==> config.mk <==
export PLATFORM = sky130hd
export DESIGN_NAME = fetch_npc_stage
export DESIGN_NICKNAME = d
export VERILOG_FILES = /design/src/rtl/fetch_npc_stage.sv
export SDC_FILE = /design/constraint.sdc
export NUM_CORES = 1
export LEC_CHECK = 0
export CORE_UTILIZATION = 49
export CTS_CLUSTER_DIAMETER = 30
export DETAILED_ROUTE_END_ITERATION = 7
export PLACE_DENSITY = 0.82
export SYNTH_ARGS = -nofsm -noshare
export SYNTH_HDL_FRONTEND = slang
export SYNTH_SLANG_ARGS = --single-unit
==> constraint.sdc <==
create_clock -name clk -period 5.2 [get_ports clk]
set_input_delay 0.52 -clock clk [delete_from_list [all_inputs] [get_ports clk]]
set_output_delay 0.52 -clock clk [all_outputs]
set_load 0.01 [all_outputs]
==> src/rtl/fetch_npc_stage.sv <==
// MIPS instruction-fetch stage: PC register, next-PC selection, imem handshake
// and the IF/ID pipeline register, with buffering of redirects behind a slow delay-slot fetch.
module fetch_npc_stage #(
  parameter logic [31:0] RESET_PC = 32'h0000_3000
) (
  input  logic        clk,
  input  logic        reset,
  input  logic [1:0]  blinkctrl,
  input  logic [31:0] d_pc,
  input  logic [15:0] d_imm16,
  input  logic [25:0] d_imm26,
  input  logic [31:0] d_rs,
  input  logic        stall,
  output logic        imem_req,
  output logic [31:0] imem_addr,
  input  logic        imem_ready,
  input  logic [31:0] imem_rdata,
  output logic [31:0] f_pc,
  output logic [31:0] fd_instr,
  output logic [31:0] fd_pc,
  output logic [31:0] fd_pc8,
  output logic        fd_valid
);

  localparam int unsigned XLEN = 32;

  typedef enum logic {RUN, PEND} state_t;

  state_t          state, state_n;
  logic [XLEN-1:0] pend_pc, pend_pc_n;
  logic            pend_valid, pend_valid_n;
  logic [XLEN-1:0] f_pc_n, fd_instr_n, fd_pc_n, fd_pc8_n;
  logic            fd_valid_n;

  logic [XLEN-1:0] seq, d_pc4, br_tgt, j_tgt, tgt;
  logic            redirect;

  assign imem_req  = ~reset;
  assign imem_addr = f_pc;

  // Branch/jump target selection from the D-stage decision
  always_comb begin
    seq    = f_pc + XLEN'(4);
    d_pc4  = d_pc + XLEN'(4);
    br_tgt = d_pc4 + {{14{d_imm16[15]}}, d_imm16, 2'b00};
    j_tgt  = {d_pc4[31:28], d_imm26, 2'b00};
    case (blinkctrl)
      2'd1:    tgt = br_tgt;
      2'd2:    tgt = j_tgt;
      2'd3:    tgt = d_rs;
      default: tgt = seq;
    endcase
    redirect = (blinkctrl != 2'd0) && fd_valid && !stall && (state == RUN);
  end

  // Next-state and next-register logic; everything holds by default (stall)
  always_comb begin
    state_n      = state;
    pend_pc_n    = pend_pc;
    pend_valid_n = pend_valid;
    f_pc_n       = f_pc;
    fd_instr_n   = fd_instr;
    fd_pc_n      = fd_pc;
    fd_pc8_n     = fd_pc8;
    fd_valid_n   = fd_valid;

    if (!stall) begin
      fd_pc_n  = f_pc;
      fd_pc8_n = f_pc + XLEN'(8);
      if (imem_ready) begin
        fd_instr_n = imem_rdata;
        fd_valid_n = 1'b1;
      end else begin
        fd_instr_n = '0;
        fd_valid_n = 1'b0;
      end

      case (state)
        RUN: begin
          if (imem_ready) begin
            f_pc_n = redirect ? tgt : seq;
          end else if (redirect) begin
            // Delay slot still outstanding: park the target until it lands
            pend_pc_n    = tgt;
            pend_valid_n = 1'b1;
            state_n      = PEND;
          end
        end
        PEND: begin
          if (imem_ready) begin
            f_pc_n       = pend_valid ? pend_pc : seq;
            pend_valid_n = 1'b0;
            state_n      = RUN;
          end
        end
        default: state_n = RUN;
      endcase
    end
  end

  always_ff @(posedge clk or posedge reset) begin
    if (reset) begin
      state      <= RUN;
      pend_pc    <= '0;
      pend_valid <= 1'b0;
      f_pc       <= RESET_PC;
      fd_instr   <= '0;
      fd_pc      <= RESET_PC;
      fd_pc8     <= RESET_PC + XLEN'(8);
      fd_valid   <= 1'b0;
    end else begin
      state      <= state_n;
      pend_pc    <= pend_pc_n;
      pend_valid <= pend_valid_n;
      f_pc       <= f_pc_n;
      fd_instr   <= fd_instr_n;
      fd_pc      <= fd_pc_n;
      fd_pc8     <= fd_pc8_n;
      fd_valid   <= fd_valid_n;
    end
  end

endmodule

# == Word-level counts from Yosys, hierarchy flattened ==
# Cells that the tools add are included.
# word_totals
word_cells,47
register_bits,163
input_bits,144
# op_classes
eq_ne,7
n_bitwise,4
n_mux,16
n_addsub,4
reduce_logical,8
# ops
operator,count
$mux 32,5
$pmux 32 s3,1
$add 32x3->32 const B,2
$pmux 32 s2,1
$add 32x32->32,1
$add 32x4->32 const B,1
$ne 2x2->1 const B,4
$reduce_and 4->1,2
$mux 1,7
$eq 2x2->1 const B,2
$not 1->1,4
$pmux 1 s2,2
$logic_and 1x1->1,3
$reduce_and 3->1,1
$eq 2x1->1 const B,1
$reduce_bool 2->1,1
$logic_not 1->1,1

# == Depth between registers and ports, before layout ==
# Gate-level depths: netlist of run 1.
# depth
ltp_word,7
depth_mapped,16

# == Least setup slack after synthesis of run 1 ==
# Ideal clock, no wire load.
# synth_path
path_type,input-to-output
startpoint,input reset
endpoint,output imem_req
n_path_buf,0
stages,1
setup_slack_ns,0.824
arrival_time_ns,3.856
required_time_ns,4.680
path_cell_list,inv_1
# synth_between
elab_chain_len,1
# synth_lines
item,line_no,text
start: declaration,7,"input logic reset,"
$not 1->1,38,assign imem_req = ~reset;
end: declaration,14,"output logic imem_req,"
# Every way passes these cells.

# == Worst setup path in the final report of run 1 ==
# layout_path
startpoint,input d_pc[4]
endpoint,register f_pc[30]
# layout_between
elab_chain_len,6
# layout_lines
item,line_no,text
start: declaration,9,"input logic [31:0] d_pc,"
$add 32x3->32 (*),44,d_pc4 = d_pc + XLEN'(4);
$add 32x32->32,45,"br_tgt = d_pc4 + {{14{d_imm16[15]}}, d_imm16, 2'b00};"
$pmux 32 s3 (*),47,case (blinkctrl)
$mux 32 (*),81,f_pc_n = redirect ? tgt : seq;
$mux 32 (*),80,if (imem_ready) begin
$pmux 32 s2 (*),78,case (state)
end signal: assignment,115,f_pc <= f_pc_n;
end: declaration,18,"output logic [31:0] f_pc,"
# Every way passes the cells marked *; elsewhere a longest branch is shown, timed or not. The select of a mux whose other input is x is not followed.
# A chain may end at the register's enable or synchronous reset.

==> results.txt, run 1 <==
Once detail routing completed, the nets flagged for antenna violations numbered 0. The worst setup path is of the in2reg kind. Timing would allow up to 0.249 GHz. The share of synthesized area in the top cell type comes to 0.358.

The wire length of the first global-routing pass came out at 50.6 mm. The worst setup skew after layout is 0.00803 ns. The area overhead of the layout relative to synthesis is 32.3%. The register-to-register setup slack came out at 2.01 ns.

Wires add up to 31.8 mm. The global-route usage over all layers is 0.289. The via count of the first global-routing pass was 9579. The pre-antenna-repair detailed-routing pass consisted of 5 iterations.

The synthesized design contains 160 register bits. For the worst setup path, the data arrival time is 4.36 ns. The number of max-slew violations in the final report is 0. The die is 150 um wide. The number of unique standard cell types used by synthesis is 71. The final estimated routing congestion in global placement came out at 0.970. After clock tree synthesis, the clock-pin slew on the worst setup and hold paths is 0.06 ns. The leakage power came out at 5.90 nW. The max-slew headroom at the worst pin is 0.346. The net count of the mapped netlist came out at 1395. The depth of the CTS H-tree came out at 4. For the pin with the worst max-slew slack, the measured transition is 0.978 ns.

The worst path required time came out at 5.55 ns. The antenna diode count came out at 0. The synthesized instance count is 1212. The worst setup path is launched from an input port. The most critical setup path has its endpoint at f_pc[30]$_DFFE_PP0P_.

The portion of the clock cycle consumed by the worst path in the final layout is 0.771. The cell depth of the worst flop-to-flop path is 9. Among all cell types in the netlist, the one instantiated most often is nand2_1. The end of the worst register-to-register path is f_pc[25]$_DFFE_PP0P_.

The worst flop-to-flop path startpoint is f_pc[4]$_DFFE_PP0P_. The fraction of layout cells with a size suffix above 1 is 0.0738. 306 I/O pins were placed. Averaged over all synthesized cells, the footprint is 8.83 um2. The async set or reset register ratio after synthesis is 1.00. The count of nets after finishing is 1620.

The area of the core came out at 21200 um2. For this run, the leading register cell type out of synthesis is dfrtp_1. The worst-case clock buffer depth is 2. In this run, CTS created clock tree buffers numbering 17. The initialized floorplan defines 53 standard-cell rows.

The run finished with clean final reports. The type of the most critical hold path is reg2reg. The worst vdd rail ir drop came out at 0.252 mV. The total setup violations reported at the end of the flow is 0. After detailed routing, the number of remaining DRC violations is 0.

The tree is rooted in a clkbuf_16. The final HPWL from detailed placement came out at 24.2 mm. The count of max-cap constraint violations came out at 0. The area of the die came out at 22400 um2. Summing every instance area after synthesis gives 10700 um2.

The category of the worst setup path capture point is a register. Tracing the worst setup path back leads to its startpoint at d_pc[4]. The initial utilization of the core area, before any placement, comes to 0.504. The final design instance area without fill came out at 14200 um2.

The Yosys warning count came out at 0. Buffers added to address setup during post-CTS repair amount to 0. From bottom edge to top edge, the die measures 150 um.

The quantity of I/O buffers inserted on ports is 305. The number of antenna violations at the first check in global routing is 1. The number of hold buffers added after cts is 0. The routed length per placed instance came out at 18.5 um. Adding up every negative setup slack in the final design gives 0 ns. The number of gates resized after CTS was 0.

The number of enable flip-flop cells after synthesis is 0. TritonCTS built the clock tree. In this run, the number of DRC markers left after iteration 0 of detailed routing was 558.

The power density relative to cell area is 365 nW/um2. Sorting the synthesized cells by area gives the leading types as dfrtp_1 36%, nand2_1 6.7%, xnor2_1 4.9%. The total vias in the final route came out at 9937.

Setup repair after global routing left no endpoint under its margin. The remaining global-route overflow came out at 0. The insertion delay of the later-clocked pin in the worst-skew pair is 0.43 ns. The maximum number of pins on one net before global-route repair came out at 79. The total count of hold-check failures in the final report is 0. After detailed routing, the number of vias per cell comes to 5.76. The cell area reported after detailed placement is 13600 um2. The cell type with the highest aggregate area in the netlist is dfrtp_1. The sequential area share after synthesis came out at 0.375. The number of clock sinks is 160. For the finished layout, the period the worst path requires is 4.01 ns. In the synthesized netlist, the cells that appear most often are 190 x nand2_1, 153 x dfrtp_1, 92 x o21ai_0. The largest driver fanout on the critical path is 7.
[placed cells by master, fill, tap and decap left out, drive strengths merged, types with 13 or more instances in the layout]
| cell type | count |
|---|---|
| a211oi | 18 |
| a21o | 13 |
| a21oi | 53 |
| a22o | 36 |
| a31oi | 13 |
| and2 | 14 |
| buf | 14 |
| clkbuf | 18 |
| clkdlybuf4s50 | 303 |
| dfrtp | 153 |
| ha | 38 |
| inv | 29 |
| mux2 | 31 |
| mux2i | 40 |
| nand2 | 191 |
| nand3 | 42 |
| nand4 | 19 |
| nor2 | 70 |
| nor3 | 15 |
| o211ai | 13 |
| o21ai | 115 |
| xnor2 | 60 |
| xor2 | 39 |
[registers in the layout (all words and copies together) (netlist names)]
| signal | cells |
|---|---|
| f_pc | 32 |
| fd_instr | 32 |
| fd_pc | 32 |
| fd_pc8 | 29 |
| fd_valid | 1 |
| pend_pc | 32 |
| pend_valid | 1 |
| state | 1 |
[through the flow]
stage	util	total power, W	cells	hold WS [ns]	worst slack (ns)
after floorplan	-	0.00301	1212	0.433	0.294
after global placement	0.641	0.00392	1693	0.457	0.858
after detailed placement	0.641	0.00398	1693	0.462	0.839
after CTS	0.667	0.00518	1724	0.477	1.27
after global routing	0.667	0.00546	1724	0.501	0.871
final	0.667	0.00516	1724	0.483	1.19
[worst max-delay path, stage by stage]
cell and delay (ns):
clkdlybuf4s50_1 0.55, and4_1 0.43, nand4_4 0.21, nor2_1 0.25, nand2_1 0.11, xnor2_1 0.21
ha_1 0.32, a21oi_1 0.26, o21ai_1 0.17, a2111o_1 0.37, a21o_1 0.22, a21o_1 0.20
a211oi_2 0.23, nand3_1 0.11, a31oi_1 0.20
[power by group]
group          internal [W]  switching, W  total [W]  leakage [nW]
sequential          0.00159      0.000405    0.00199          1.98
combinational       0.00109      0.000893    0.00198          3.66
clock              0.000664      0.000524    0.00119         0.256
[cell families after synthesis]
logic type               after synthesis  synth area share
AND/OR/NAND/NOR                      404             0.178
buffers and inverters                135            0.0635
XOR/XNOR                              99            0.0817
multiplexers                          71            0.0700
flip-flops                           160             0.375
AO/OA/AOI/OAI                        304             0.185
adder cells (fa/ha/maj)               39            0.0463
[per-layer routing]
metal	share of wire	wire length, um	global-route usage	vias to the layer above
li1	-	-	-	4717
met1	0.42	13400	0.384	4671
met2	0.47	15100	0.475	490
met3	0.079	2510	0.0500	57
met4	0.025	808	0.0995	2
met5	0.00041	13	0	-
[layout make-up]
type | count | area, um2
Clock buffer | 18 | 429
Clock inverter | 13 | 129
Fill cell | 1700 | 7060
Inverter | 24 | 95.1
Multi-Input combinational cell | 917 | 6020
Sequential cell | 160 | 4010
Tap cell | 275 | 344
Timing Repair Buffer | 317 | 3140
[how the worst min path moves through the flow]
stage	from	endpoint	slack, ns	depth (start not counted)
floorplan	pend_pc[31]$_DFFE_PP0P_	pend_pc[31]$_DFFE_PP0P_	0.43	2
detailed placement	pend_pc[21]$_DFFE_PP0P_	pend_pc[21]$_DFFE_PP0P_	0.46	2
global placement	pend_pc[15]$_DFFE_PP0P_	pend_pc[15]$_DFFE_PP0P_	0.46	2
finish	pend_pc[13]$_DFFE_PP0P_	pend_pc[13]$_DFFE_PP0P_	0.48	2
global route	pend_pc[30]$_DFFE_PP0P_	pend_pc[30]$_DFFE_PP0P_	0.50	2
CTS	pend_pc[21]$_DFFE_PP0P_	pend_pc[21]$_DFFE_PP0P_	0.48	2
No activity file was read; power rests on OpenSTA's default activity.
==> run 2, diff against run 1 <==
--- a/config.mk
+++ b/config.mk
@@ -5,10 +5,10 @@
 export SDC_FILE = /design/constraint.sdc
 export NUM_CORES = 1
 export LEC_CHECK = 0
-export CORE_UTILIZATION = 49
+export CORE_UTILIZATION = 44
 export CTS_CLUSTER_DIAMETER = 30
 export DETAILED_ROUTE_END_ITERATION = 7
-export PLACE_DENSITY = 0.82
+export PLACE_DENSITY = 0.78
 export SYNTH_ARGS = -nofsm -noshare
 export SYNTH_HDL_FRONTEND = slang
 export SYNTH_SLANG_ARGS = --single-unit
==> constraint.sdc (replaced) <==
create_clock -name clk -period 3.4 [get_ports clk]
set_input_delay 0.34 -clock clk [delete_from_list [all_inputs] [get_ports clk]]
set_output_delay 0.34 -clock clk [all_outputs]
set_load 0.01 [all_outputs]
==> results.txt, run 2 (same netlist as run 1, synthesis figures left out) <==
The internal portion of total power is 0.00540 W. The leakage power came out at 6.72 nW. The signal on the critical path passes through clkdlybuf4s50_1, ha_2, nand4_4, inv_1, nand2_1, xnor2_1, ha_1, a21oi_1, o221ai_1, a31o_2, a21oi_1, o21a_2, mux2i_1, or4_1, o21ai_1. The cell family contributing the most delay on the critical path is compound AO/OA/AOI/OAI gates. The worst flop-to-flop path startpoint is f_pc[3]$_DFFE_PP0P_.

The final HPWL from detailed placement came out at 26.1 mm. The share of total power dissipated in combinational logic is 0.395. The number of instances in the placed design is 1864. The type of the setup path with the least slack is in2reg. The total count of hold-check failures in the final report is 0. The count of cells in the finished layout, fillers not included, comes to 1900. The cell sitting at the root of the clock tree is a clkbuf_16. Data arrives at the worst endpoint at 3.61 ns. STA classifies the critical path startpoint as an input port.

Setup violations remaining at the end of the flow were counted as 0. The run finished with clean final reports. The quantity of I/O buffers inserted on ports came out at 305. The cell depth of the worst flop-to-flop path is 9.

In this run the number of cells on the critical path is 15. The count of max-cap constraint violations came out at 0. The worst path required time came out at 3.75 ns.

Setup total negative slack on the finished layout was measured at 0 ns. The maximum number of pins on one net before global-route repair is 161. Clock-pin slew was measured on the worst setup and hold paths at 0.07 ns. The total vias in the final route came out at 10200. TritonCTS built the clock tree.

After layout, the worst setup slack is 0.137 ns. From synthesis to final layout, the design area changed by 44.5%. After floorplanning, the core was divided into 56 placement rows. The number of clock sinks is 160. The global-route usage over all layers is 0.270. The part of the power in registers is 0.363. The worst-case IR drop observed on VDD is 0.347 mV. Among the stages of the critical path, the cell type that occurs most often is a21oi_1. The max-slew headroom at the worst pin is 0.367. Of the available clock period, the critical path in the final layout requires 0.960. The area of the die came out at 25000 um2.

The fraction of power spent switching nets is 0.351. The largest driver fanout on the critical path came out at 6. The wire length of the first global-routing pass came out at 52.3 mm.

The actual transition at the worst max-transition pin is 0.950 ns. The depth of the CTS H-tree is 4. In this run the critical register-to-register path is captured at f_pc[25]$_DFFE_PP0P_.

The insertion delay of the later-clocked pin in the worst-skew pair is 0.43 ns. The I/O pin count came out at 306. The vertical die dimension came out at 158 um. Using the TritonRoute via totals, the vias-per-cell ratio works out to 5.38. The number of fill cells came out at 1981. The source of the critical timing path is d_pc[3]. The number of antenna violations at the first check in global routing is 0.

The worst setup skew after layout came out at 0.0109 ns. The antenna diode count is 0. On the critical path, the stage with the largest delay is an instance of or4_1. The number of buffer and inverter instances along the worst setup path came out at 2. The number of nets with antenna violations after detailed routing is 0. The final estimated routing congestion in global placement came out at 0.947. The remaining global-route overflow is 0. Leaving out fill and tap cells, the most frequent cell in the layout is clkdlybuf4s50_1. TritonCTS created 17 clock buffers.

The number of max-slew violations in the final report is 0. The via count of the first global-routing pass came out at 9819. Timing would allow up to 0.306 GHz. The number of hold buffers added after cts came out at 0. The count of nets after finishing came out at 1751. In this run the worst setup path terminates at f_pc[27]$_DFFE_PP0P_. The min-delay analysis places its worst path in the category in2reg.

The longest clock path from root to sink contains 2 buffers. The starting density of the core came out at 0.452. The register-to-register setup slack came out at 0.57 ns. The category of the worst setup path capture point is a register.

The worst slack at placement is -0.547 ns. The switching power summed over all nets is 0.00292 W. From left edge to right edge, the die measures 158 um. The power density relative to cell area is 538 nW/um2. The number of cells on the worst hold path is 3. The largest stage delay on the critical path came out at 0.51 ns.

The clock share of power is 0.242. The fraction of layout cells with a size suffix above 1 came out at 0.171. The DRC marker count from the first detailed-route iteration came out at 730. For this run, the detailed router's first-pass iteration total came to 5. The routed length per placed instance is 17.9 um.

For this block, the routed nets add up to 34.0 mm of wire. The total area inside the core boundary comes to 23700 um2. The top cell types in the final layout, fill and taps aside, are 294 x clkdlybuf4s50_1, 190 x nand2_1, 153 x dfrtp_1, 142 x buf_4, 89 x o21ai_0. After detailed routing, the number of remaining DRC violations is 0.

The post-route minimum period is 3.26 ns.
run 2: cell type report:
class                           instances  area (um2)  area share
Clock inverter                         14         188      0.0121
Inverter                               24        93.8     0.00607
Sequential cell                       160        4010       0.259
Tap cell                              319         399      0.0258
Clock buffer                           18         439      0.0284
Timing Repair Buffer                  448        4170       0.269
Multi-Input combinational cell        917        6170       0.399
run 2: worst reg2reg max path, cell delays in order (launching register included):
cell	delay, ns
dfrtp_1	0.53
ha_1	0.33
nand3_1	0.20
nor4_4	0.54
and2_1	0.33
nand2_1	0.10
xor2_1	0.22
o21ai_0	0.11
a221oi_1	0.25
a21oi_1	0.10
run 2: routing by layer:
metal | track usage | vias to the layer above | routed length [um]
met5 | 0 | - | 0
met4 | 0.0682 | 0 | 540
met3 | 0.0482 | 45 | 2340
met2 | 0.460 | 425 | 16300
met1 | 0.352 | 4772 | 14800
li1 | - | 4987 | -
run 2: how the worst min path moves through the flow:
| stage | startpoint | slack [ns] | end |
|---|---|---|---|
| floorplan | imem_ready | 0.42 | pend_valid$_DFFE_PP0P_ |
| global placement | pend_pc[31]$_DFFE_PP0P_ | 0.45 | pend_pc[31]$_DFFE_PP0P_ |
| detailed placement | pend_pc[25]$_DFFE_PP0P_ | 0.46 | pend_pc[25]$_DFFE_PP0P_ |
| CTS | stall | 0.25 | fd_pc8[3]$_DFFE_PP1N_ |
| global route | stall | 0.26 | fd_pc8[3]$_DFFE_PP1N_ |
| finish | stall | 0.27 | fd_pc8[3]$_DFFE_PP1N_ |
run 2: timing repair:
item                                    4_1_cts  5_1_grt
buffers inserted                              0        4
resized for setup                             6       40
endpoints found under the setup margin        7       22
pin swaps                                     0       17
run 2: power groups by stage:
stage	Combinational, W	Sequential [W]	Clock, W
CTS	0.00328	0.00301	0.00204
floorplan	0.00165	0.00296	0
global route	0.00356	0.00309	0.00213
global placement	0.00320	0.00301	0
finish	0.00329	0.00302	0.00201
detailed placement	0.00326	0.00304	0
run 2: stage by stage:
step | util | power, W | instance area [um2] | hold WS, ns
5_1_grt | 0.653 | 0.00878 | 15500 | 0.260
3_3_place_gp | 0.618 | 0.00621 | 14600 | 0.449
3_5_place_dp | 0.618 | 0.00630 | 14600 | 0.462
4_1_cts | 0.645 | 0.00833 | 15300 | 0.252
2_1_floorplan | - | 0.00461 | 10700 | 0.425
6_report | 0.653 | 0.00832 | 15500 | 0.266
